## config.mk

```make
export PLATFORM = sky130hd
export DESIGN_NAME = jt89_wr_arb
export DESIGN_NICKNAME = d
export VERILOG_FILES = /design/src/rtl/jt89_wr_arb.sv
export SDC_FILE = /design/constraint.sdc
export NUM_CORES = 1
export LEC_CHECK = 0
export CORE_MARGIN = 2
export CORE_UTILIZATION = 30
export CTS_CLUSTER_DIAMETER = 100
export DETAILED_ROUTE_END_ITERATION = 10
export SLEW_MARGIN = 25
export SYNTH_ARGS = -nofsm -noshare
export SYNTH_HDL_FRONTEND = slang
export SYNTH_SLANG_ARGS = --single-unit
```

## constraint.sdc

```tcl
create_clock -name clk -period 6.36 [get_ports clk]
set_input_delay 1.59 -clock clk [delete_from_list [all_inputs] [get_ports clk]]
set_output_delay 1.59 -clock clk [all_outputs]
set_load 0.05 [all_outputs]
```

## src/rtl/jt89_wr_arb.sv

```systemverilog
// Two-master write arbiter for the JT89 PSG register port: per-master FIFOs, round-robin
// issue with PSG busy spacing, tone latch/data pairs kept together. Option: JT89_ARB_STATS_EN.
module jt89_wr_arb #(
  parameter int unsigned AW       = 2,
  parameter int unsigned BUSY_CYC = 32
) (
  input  logic       clk,
  input  logic       rst,
  input  logic       clk_en,
  input  logic       a_wr,
  input  logic [7:0] a_din,
  output logic       a_full,
  input  logic       b_wr,
  input  logic [7:0] b_din,
  output logic       b_full,
  output logic       psg_wr_n,
  output logic [7:0] psg_din,
  output logic       busy
`ifdef JT89_ARB_STATS_EN
  ,
  output logic [7:0] a_drops,
  output logic [7:0] b_drops
`endif
);

  localparam int unsigned DEPTH = 1 << AW;
  localparam int unsigned PW    = AW + 1;
  localparam int unsigned CW    = 8;

  typedef enum logic [1:0] {
    S_IDLE  = 2'd0,
    S_ISSUE = 2'd1,
    S_HOLD  = 2'd2
  } state_t;

  state_t          state_q, state_d;
  logic            grant_q, grant_d;
  logic            rr_q, rr_d;
  logic            lock_q, lock_d;
  logic            lock_own_q, lock_own_d;
  logic [CW-1:0]   cnt_q, cnt_d;
  logic            psg_wr_n_q;
  logic [7:0]      psg_din_q;
  logic            busy_q;

  logic [1:0]      wr_c;
  logic [7:0]      din_c [2];
  logic [7:0]      mem_q [2][DEPTH];
  logic [PW-1:0]   wptr_q [2];
  logic [PW-1:0]   wptr_d [2];
  logic [PW-1:0]   rptr_q [2];
  logic [PW-1:0]   rptr_d [2];
  logic [1:0]      full_q, full_d, empty_c, pop_c, push_c;
  logic [7:0]      head_c [2];
  logic [7:0]      issue_byte_c;
  logic            tone_latch_c;

  assign wr_c     = {b_wr, a_wr};
  assign din_c[0] = a_din;
  assign din_c[1] = b_din;

  // FIFO bookkeeping; a push into a full FIFO is taken only when the same cycle pops it
  always_comb begin
    for (int m = 0; m < 2; m++) begin
      empty_c[m] = (wptr_q[m] == rptr_q[m]);
      head_c[m]  = mem_q[m][rptr_q[m][AW-1:0]];
      pop_c[m]   = (state_q == S_ISSUE) && (grant_q == 1'(m));
      push_c[m]  = wr_c[m] && (!full_q[m] || pop_c[m]);
      wptr_d[m]  = wptr_q[m] + PW'(push_c[m]);
      rptr_d[m]  = rptr_q[m] + PW'(pop_c[m]);
      full_d[m]  = (PW'(wptr_d[m] - rptr_d[m]) == PW'(DEPTH));
    end
  end

  always_ff @(posedge clk) begin
    for (int m = 0; m < 2; m++) begin
      if (push_c[m]) mem_q[m][wptr_q[m][AW-1:0]] <= din_c[m];
    end
  end

  always_ff @(posedge clk) begin
    if (rst) begin
      for (int m = 0; m < 2; m++) begin
        wptr_q[m] <= '0;
        rptr_q[m] <= '0;
      end
      full_q <= '0;
    end else begin
      for (int m = 0; m < 2; m++) begin
        wptr_q[m] <= wptr_d[m];
        rptr_q[m] <= rptr_d[m];
      end
      full_q <= full_d;
    end
  end

  assign a_full = full_q[0];
  assign b_full = full_q[1];

  // Tone/frequency latch on channels 0-2 must be followed by its data byte from the same master
  assign issue_byte_c = head_c[grant_q];
  assign tone_latch_c = issue_byte_c[7] && !issue_byte_c[4] && (issue_byte_c[6:5] != 2'b11);

  always_comb begin
    state_d    = state_q;
    grant_d    = grant_q;
    rr_d       = rr_q;
    lock_d     = lock_q;
    lock_own_d = lock_own_q;
    cnt_d      = cnt_q;
    unique case (state_q)
      S_IDLE: begin
        if (lock_q) begin
          if (!empty_c[lock_own_q]) begin
            grant_d = lock_own_q;
            state_d = S_ISSUE;
          end
        end else if (!empty_c[rr_q]) begin
          grant_d = rr_q;
          state_d = S_ISSUE;
        end else if (!empty_c[~rr_q]) begin
          grant_d = ~rr_q;
          state_d = S_ISSUE;
        end
      end
      S_ISSUE: begin
        cnt_d      = CW'(BUSY_CYC);
        rr_d       = ~grant_q;
        lock_d     = tone_latch_c;
        lock_own_d = grant_q;
        state_d    = S_HOLD;
      end
      S_HOLD: begin
        if (clk_en) begin
          cnt_d = cnt_q - CW'(1);
          if ((cnt_q == CW'(1)) || (cnt_q == CW'(0))) state_d = S_IDLE;
        end
      end
      default: state_d = S_IDLE;
    endcase
  end

  always_ff @(posedge clk) begin
    if (rst) begin
      state_q    <= S_IDLE;
      grant_q    <= 1'b0;
      rr_q       <= 1'b0;
      lock_q     <= 1'b0;
      lock_own_q <= 1'b0;
      cnt_q      <= '0;
    end else begin
      state_q    <= state_d;
      grant_q    <= grant_d;
      rr_q       <= rr_d;
      lock_q     <= lock_d;
      lock_own_q <= lock_own_d;
      cnt_q      <= cnt_d;
    end
  end

  // PSG-facing outputs follow the FSM by one register stage
  always_ff @(posedge clk) begin
    if (rst) begin
      psg_wr_n_q <= 1'b1;
      psg_din_q  <= 8'h00;
      busy_q     <= 1'b0;
    end else begin
      psg_wr_n_q <= (state_q != S_ISSUE);
      busy_q     <= (state_q != S_IDLE);
      if (state_q == S_ISSUE) psg_din_q <= issue_byte_c;
    end
  end

  assign psg_wr_n = psg_wr_n_q;
  assign psg_din  = psg_din_q;
  assign busy     = busy_q;

`ifdef JT89_ARB_STATS_EN
  logic [7:0] drops_q [2];

  always_ff @(posedge clk) begin
    if (rst) begin
      drops_q[0] <= 8'h00;
      drops_q[1] <= 8'h00;
    end else begin
      for (int m = 0; m < 2; m++) begin
        if (wr_c[m] && full_q[m] && !pop_c[m] && (drops_q[m] != 8'hFF))
          drops_q[m] <= drops_q[m] + 8'd1;
      end
    end
  end

  assign a_drops = drops_q[0];
  assign b_drops = drops_q[1];
`endif

endmodule

```

# After elaboration in Yosys (flattened, before gate mapping)

Memory sizes are Yosys's and may differ from the RTL's.
Index checks and enable logic that the tools add are counted.

Register bits after elaboration: 26
Bits in latches: 0
Bits in writable memories: 76
Bits in read-only memories: 0
Word-level logic and storage cells: 120
Memories kept: 3

Memory list:

| name   | words | bits a word | read ports | clocked after memory_dff | write ports | RTL line | source |
|---|---|---|---|---|---|---|---|
| mem_q  | 2     | 32          | 2          | 0                        | 2           | 48       | `logic [7:0] mem_q [2][DEPTH];` |
| rptr_q | 2     | 3           | 2          | 0                        | 2           | 51       | `logic [PW-1:0] rptr_q [2];` |
| wptr_q | 2     | 3           | 2          | 0                        | 2           | 49       | `logic [PW-1:0] wptr_q [2];` |

Add/subtract/negate cells: 7
Multiply operators: 0
Divide/modulo/power cells: 0
Magnitude comparators: 10
Equal/unequal tests: 15
Shift operators: 0
Mux-type cells: 43
Bitwise gates (word level): 11
Reductions and logical operators: 21

Operator list:

| operator            | count |
|---|---|
| $mux 8              | 10 |
| $mux 32             | 2 |
| $bmux 8 s2          | 2 |
| $demux 8 s2         | 2 |
| $pmux 8 s2          | 1 |
| $mux 1              | 15 |
| $add 3x1->3         | 4 |
| $ge 3x3->1 const B  | 4 |
| $mux 2              | 6 |
| $mux 3              | 4 |
| $not 2->3           | 4 |
| $eq 8x1->1 const B  | 1 |
| $logic_and 1x1->1   | 8 |
| $logic_not 8->1     | 1 |
| $ne 2x2->1 const B  | 4 |
| $sub 8x1->8 const B | 1 |
| $eq 3x3->1          | 2 |
| $eq 3x3->1 const B  | 2 |
| $lt 1x2->1 const B  | 3 |
| $lt 3x1->1 const B  | 2 |
| $ne 3x3->1 const B  | 2 |
| $pmux 2 s3          | 1 |
| $sub 3x3->3         | 2 |
| $ne 4x4->1 const B  | 1 |
| other kinds (14)    | 23 |

# Depth between registers and ports, before layout

Word-level depth: 10
Gate-level depth with buffers: 11

# Worst setup path after synthesis

No wires, ideal clock.

Kind: input to register
Start point: in b_wr
End point: reg full_q[1]
Setup time: 0.133 ns
Arrival time: 2.877 ns
Setup slack: 3.350 ns
Stages on the path: 8
Cells stage by stage: a21boi_1 ha_1 ha_1 ha_1 nor2b_1 xnor2_1 xnor2_1 nor3_1

RTL lines:

| element              | RTL line | source |
|---|---|---|
| from (decl)          | 13       | `input logic b_wr,` |
| to (signal assigned) | 93       | `full_q <= full_d;` |
| to (decl)            | 53       | `logic [1:0] full_q, full_d, empty_c, pop_c, push_c;` |

==> results.yml <==
status:
  outcome: "finished, final reports clean"
clock_tree:
  htree_levels: 3
  clockBufferDepth: 2
  cts_setup_buffers: 0
  cts_sinks: 102
  clk_pin_slew_ns: 0.07
  cts-root-buf: "clkbuf_16"
  clk-insertion-delay-late_ns: 0.34
  cts_resized: 0
  ctsHoldBuffers: 0
  cts_tree: "built"
  cts-buffers-inserted: 9
sta:
  grt_setup_unrepaired: "false"
  finalSetupViolCount: 0
  slew_headroom_pct: 46.9
  skew_ns: 0.00725
  hold_viol: 0
  setup_tns_ns: 0
  tightestPinTransition_ns: 0.794
  slew_viol_final: 0
  period_share_pct: 51.2
  whs_ns: 0.467
  layout_min_cycle_time_ns: 3.25
  fmax_mhz: 307
floorplanning:
  die-width_um: 122
  std_cell_rows: 42
  chipHeight_um: 122
  start_util_pct: 31.0
  core-area_um2: 13400
  die_area_um2: 14800
  io_pins: 33
critical_path:
  r2r-end: "full_q[0]"
  r2r_slack_ns: 3.70
  critPathTopFamily: "adder cells"
  crit_type: "in2reg"
  r2r_cells: 11
  cp_max_fo: 5
  crit_top_cell: "ha_1"
  path_cells: "clkdlybuf4s50_1, a21boi_1, ha_1, ha_1, ha_1, nor2b_1, xnor2_1, xnor2_1, nor3_1"
  cp_slowest_cell: "clkdlybuf4s50_1"
  cp_slowest_stage_delay_ns: 0.47
  cp.required_ns: 6.55
  cp-end-kind: "flop"
  r2r_start: "state_q[1]"
  crit_arrival_ns: 3.45
  crit_buf_inv: 1
  startpoint_type: "primary input"
placed_design:
  gp_congestion: 0.758
  port_buffers: 32
  dp_hpwl_um: 5380
grt:
  grt_pass1_vias: 2355
  grt_pass1_wl_um: 12400
  antenna_found_initial: 0
  grt_overflow_total: 0
  grt_use_total_pct: 11.3
  grt_max_degree: 22
cells_and_area:
  fin_nets: 356
  layout_common_cells: "edfxtp_1 (64), dfxtp_1 (38), clkdlybuf4s50_1 (32)"
  drive_above_1_share_pct: 12.0
  syn2layout_area_growth_pct: 19.2
  final_common_cell: "edfxtp_1"
  fillers: 1286
  diodes: 0
power:
  power_density_nw_per_um2: 391
  peakVddDrop_mv: 0.155
  p_total_w: 0.00193
  p_leak_nw: 1.72
synthesis:
  syn_area_um2: 4150
  yosys.area.top_type_share_pct: 46.3
  synth-seq-cells: 102
  ys_types: 36
  synth_fp_nets: 321
  synth_top_cell_by_area: "edfxtp_1"
  yosysWarningCount: 0
  ys_top_cells_by_area: "edfxtp_1 (46%), dfxtp_1 (18%), mux4_2 (8.7%), ha_1 (4.2%), xnor2_1 (2.7%)"
  synth_seq_area_share_pct: 64.6
  avgSynthCellArea_um2: 14.5
  synthCells: 286
detailed_routing:
  drt-total-wl_um: 7610
  drtIter0Drc: 131
  via_per_inst: 4.56
  post-route-drc-count: 0
  drt-pass1-iter-count: 4
  post_drt_wl_per_cell_um: 15.2
  drtAntennaViolNets: 0
  vias: 2288
worst_hold_path:
  holdPathEnd: "lock_own_q"
  whs_path_depth: 2
  min_from: "lock_own_q"
  hold_path_class: "reg2reg"
job:
  max_cap_viol_count: 0
state kept, by name, summed over array words and instances (netlist names):
name	count
cnt_q	8
mem_q	64
lock_own_q	1
psg_din	8
state_q	2
psg_wr_n	1
grant_q	1
rr_q	1
busy	1
rptr_q	6
wptr_q	6
full_q	2
lock_q	1
per-stage QoR:
stage | util (%) | cell area [µm²] | setup slack [ns] | instances
finish | 36.9 | 4950 | 3.11 | 502
global placement | 34.9 | 4670 | 2.57 | 486
CTS | 36.9 | 4950 | 3.09 | 502
global route | 36.9 | 4950 | 2.93 | 502
detailed placement | 34.9 | 4680 | 2.73 | 486
floorplan | - | 4150 | 3.35 | 286
layout make-up:
type,count,area [µm²],share of cell area (%)
Sequential cell,102,2680,54.2
Multi-Input combinational cell,162,1390,28.0
Timing Repair Buffer,36,350,7.08
Clock buffer,9,225,4.55
Tap cell,176,220,4.45
Clock inverter,7,47.5,0.961
Inverter,10,37.5,0.759
kinds of logic (layout without fill, tap and decap cells):
group / after synthesis / count (layout) / share of synthesized area, %
AOI/OAI and AO/OA: 28 / 28 / 4.94
xor gates and xnor gates: 19 / 19 / 4.01
adders and majority gates: 14 / 14 / 4.22
buffers and inverters: 22 / 62 / 2.11
DFF: 102 / 102 / 64.6
muxes: 25 / 25 / 10.9
and+or+nand+nor: 76 / 76 / 9.23
cell usage after synthesis:
master / count
a2111o_1: 1
a211oi_1: 7
a21bo_2: 1
a21boi_1: 1
a21o_1: 1
a21oi_1: 4
a31o_2: 1
a32oi_1: 2
and3_1: 3
and3b_1: 2
and4_1: 1
buf_1: 1
buf_2: 2
clkbuf_1: 7
clkbuf_2: 2
dfxtp_1: 38
edfxtp_1: 64
ha_1: 14
inv_1: 10
mux2i_1: 9
mux4_2: 16
nand2_1: 11
nand2b_1: 4
nand3_1: 3
nand3b_1: 2
nor2_1: 29
nor2b_1: 8
nor3_1: 8
nor3_2: 2
nor3b_1: 3
o211ai_1: 4
o21a_1: 2
o21ai_0: 3
o311a_1: 1
xnor2_1: 13
xor2_1: 6
tightest hold or removal path: stages (launching register included):
cell and delay [ns]:
dfxtp_1 0.32, nand2_1 0.05, a21oi_1 0.05
power by group:
group          switching (W)  internal [W]  leakage, nW  total, W
clock network       0.000237      0.000266        0.129  0.000503
registers          0.0000976      0.000795        0.898  0.000893
logic               0.000293      0.000245        0.697  0.000538
routing by layer:
metal,track usage (%),vias to the layer above,share of wire (%)
met5,0,-,0
met4,3.95,0,1.4
met3,3.51,7,4.0
met2,18.3,37,49
met1,14.3,1117,46
li1,-,1127,-
worst max-delay path by stage:
stage,startpoint,slack (ns),cells after the start,endpoint
floorplan,b_wr,3.35,8,full_q[1]
global placement,b_wr,2.57,3,mem_q[0][59]
detailed placement,b_wr,2.73,9,full_q[1]
CTS,b_wr,3.09,9,full_q[1]
global route,b_wr,2.93,9,full_q[1]
finish,b_wr,3.11,9,full_q[1]
(Power assumes the default switching activity.)
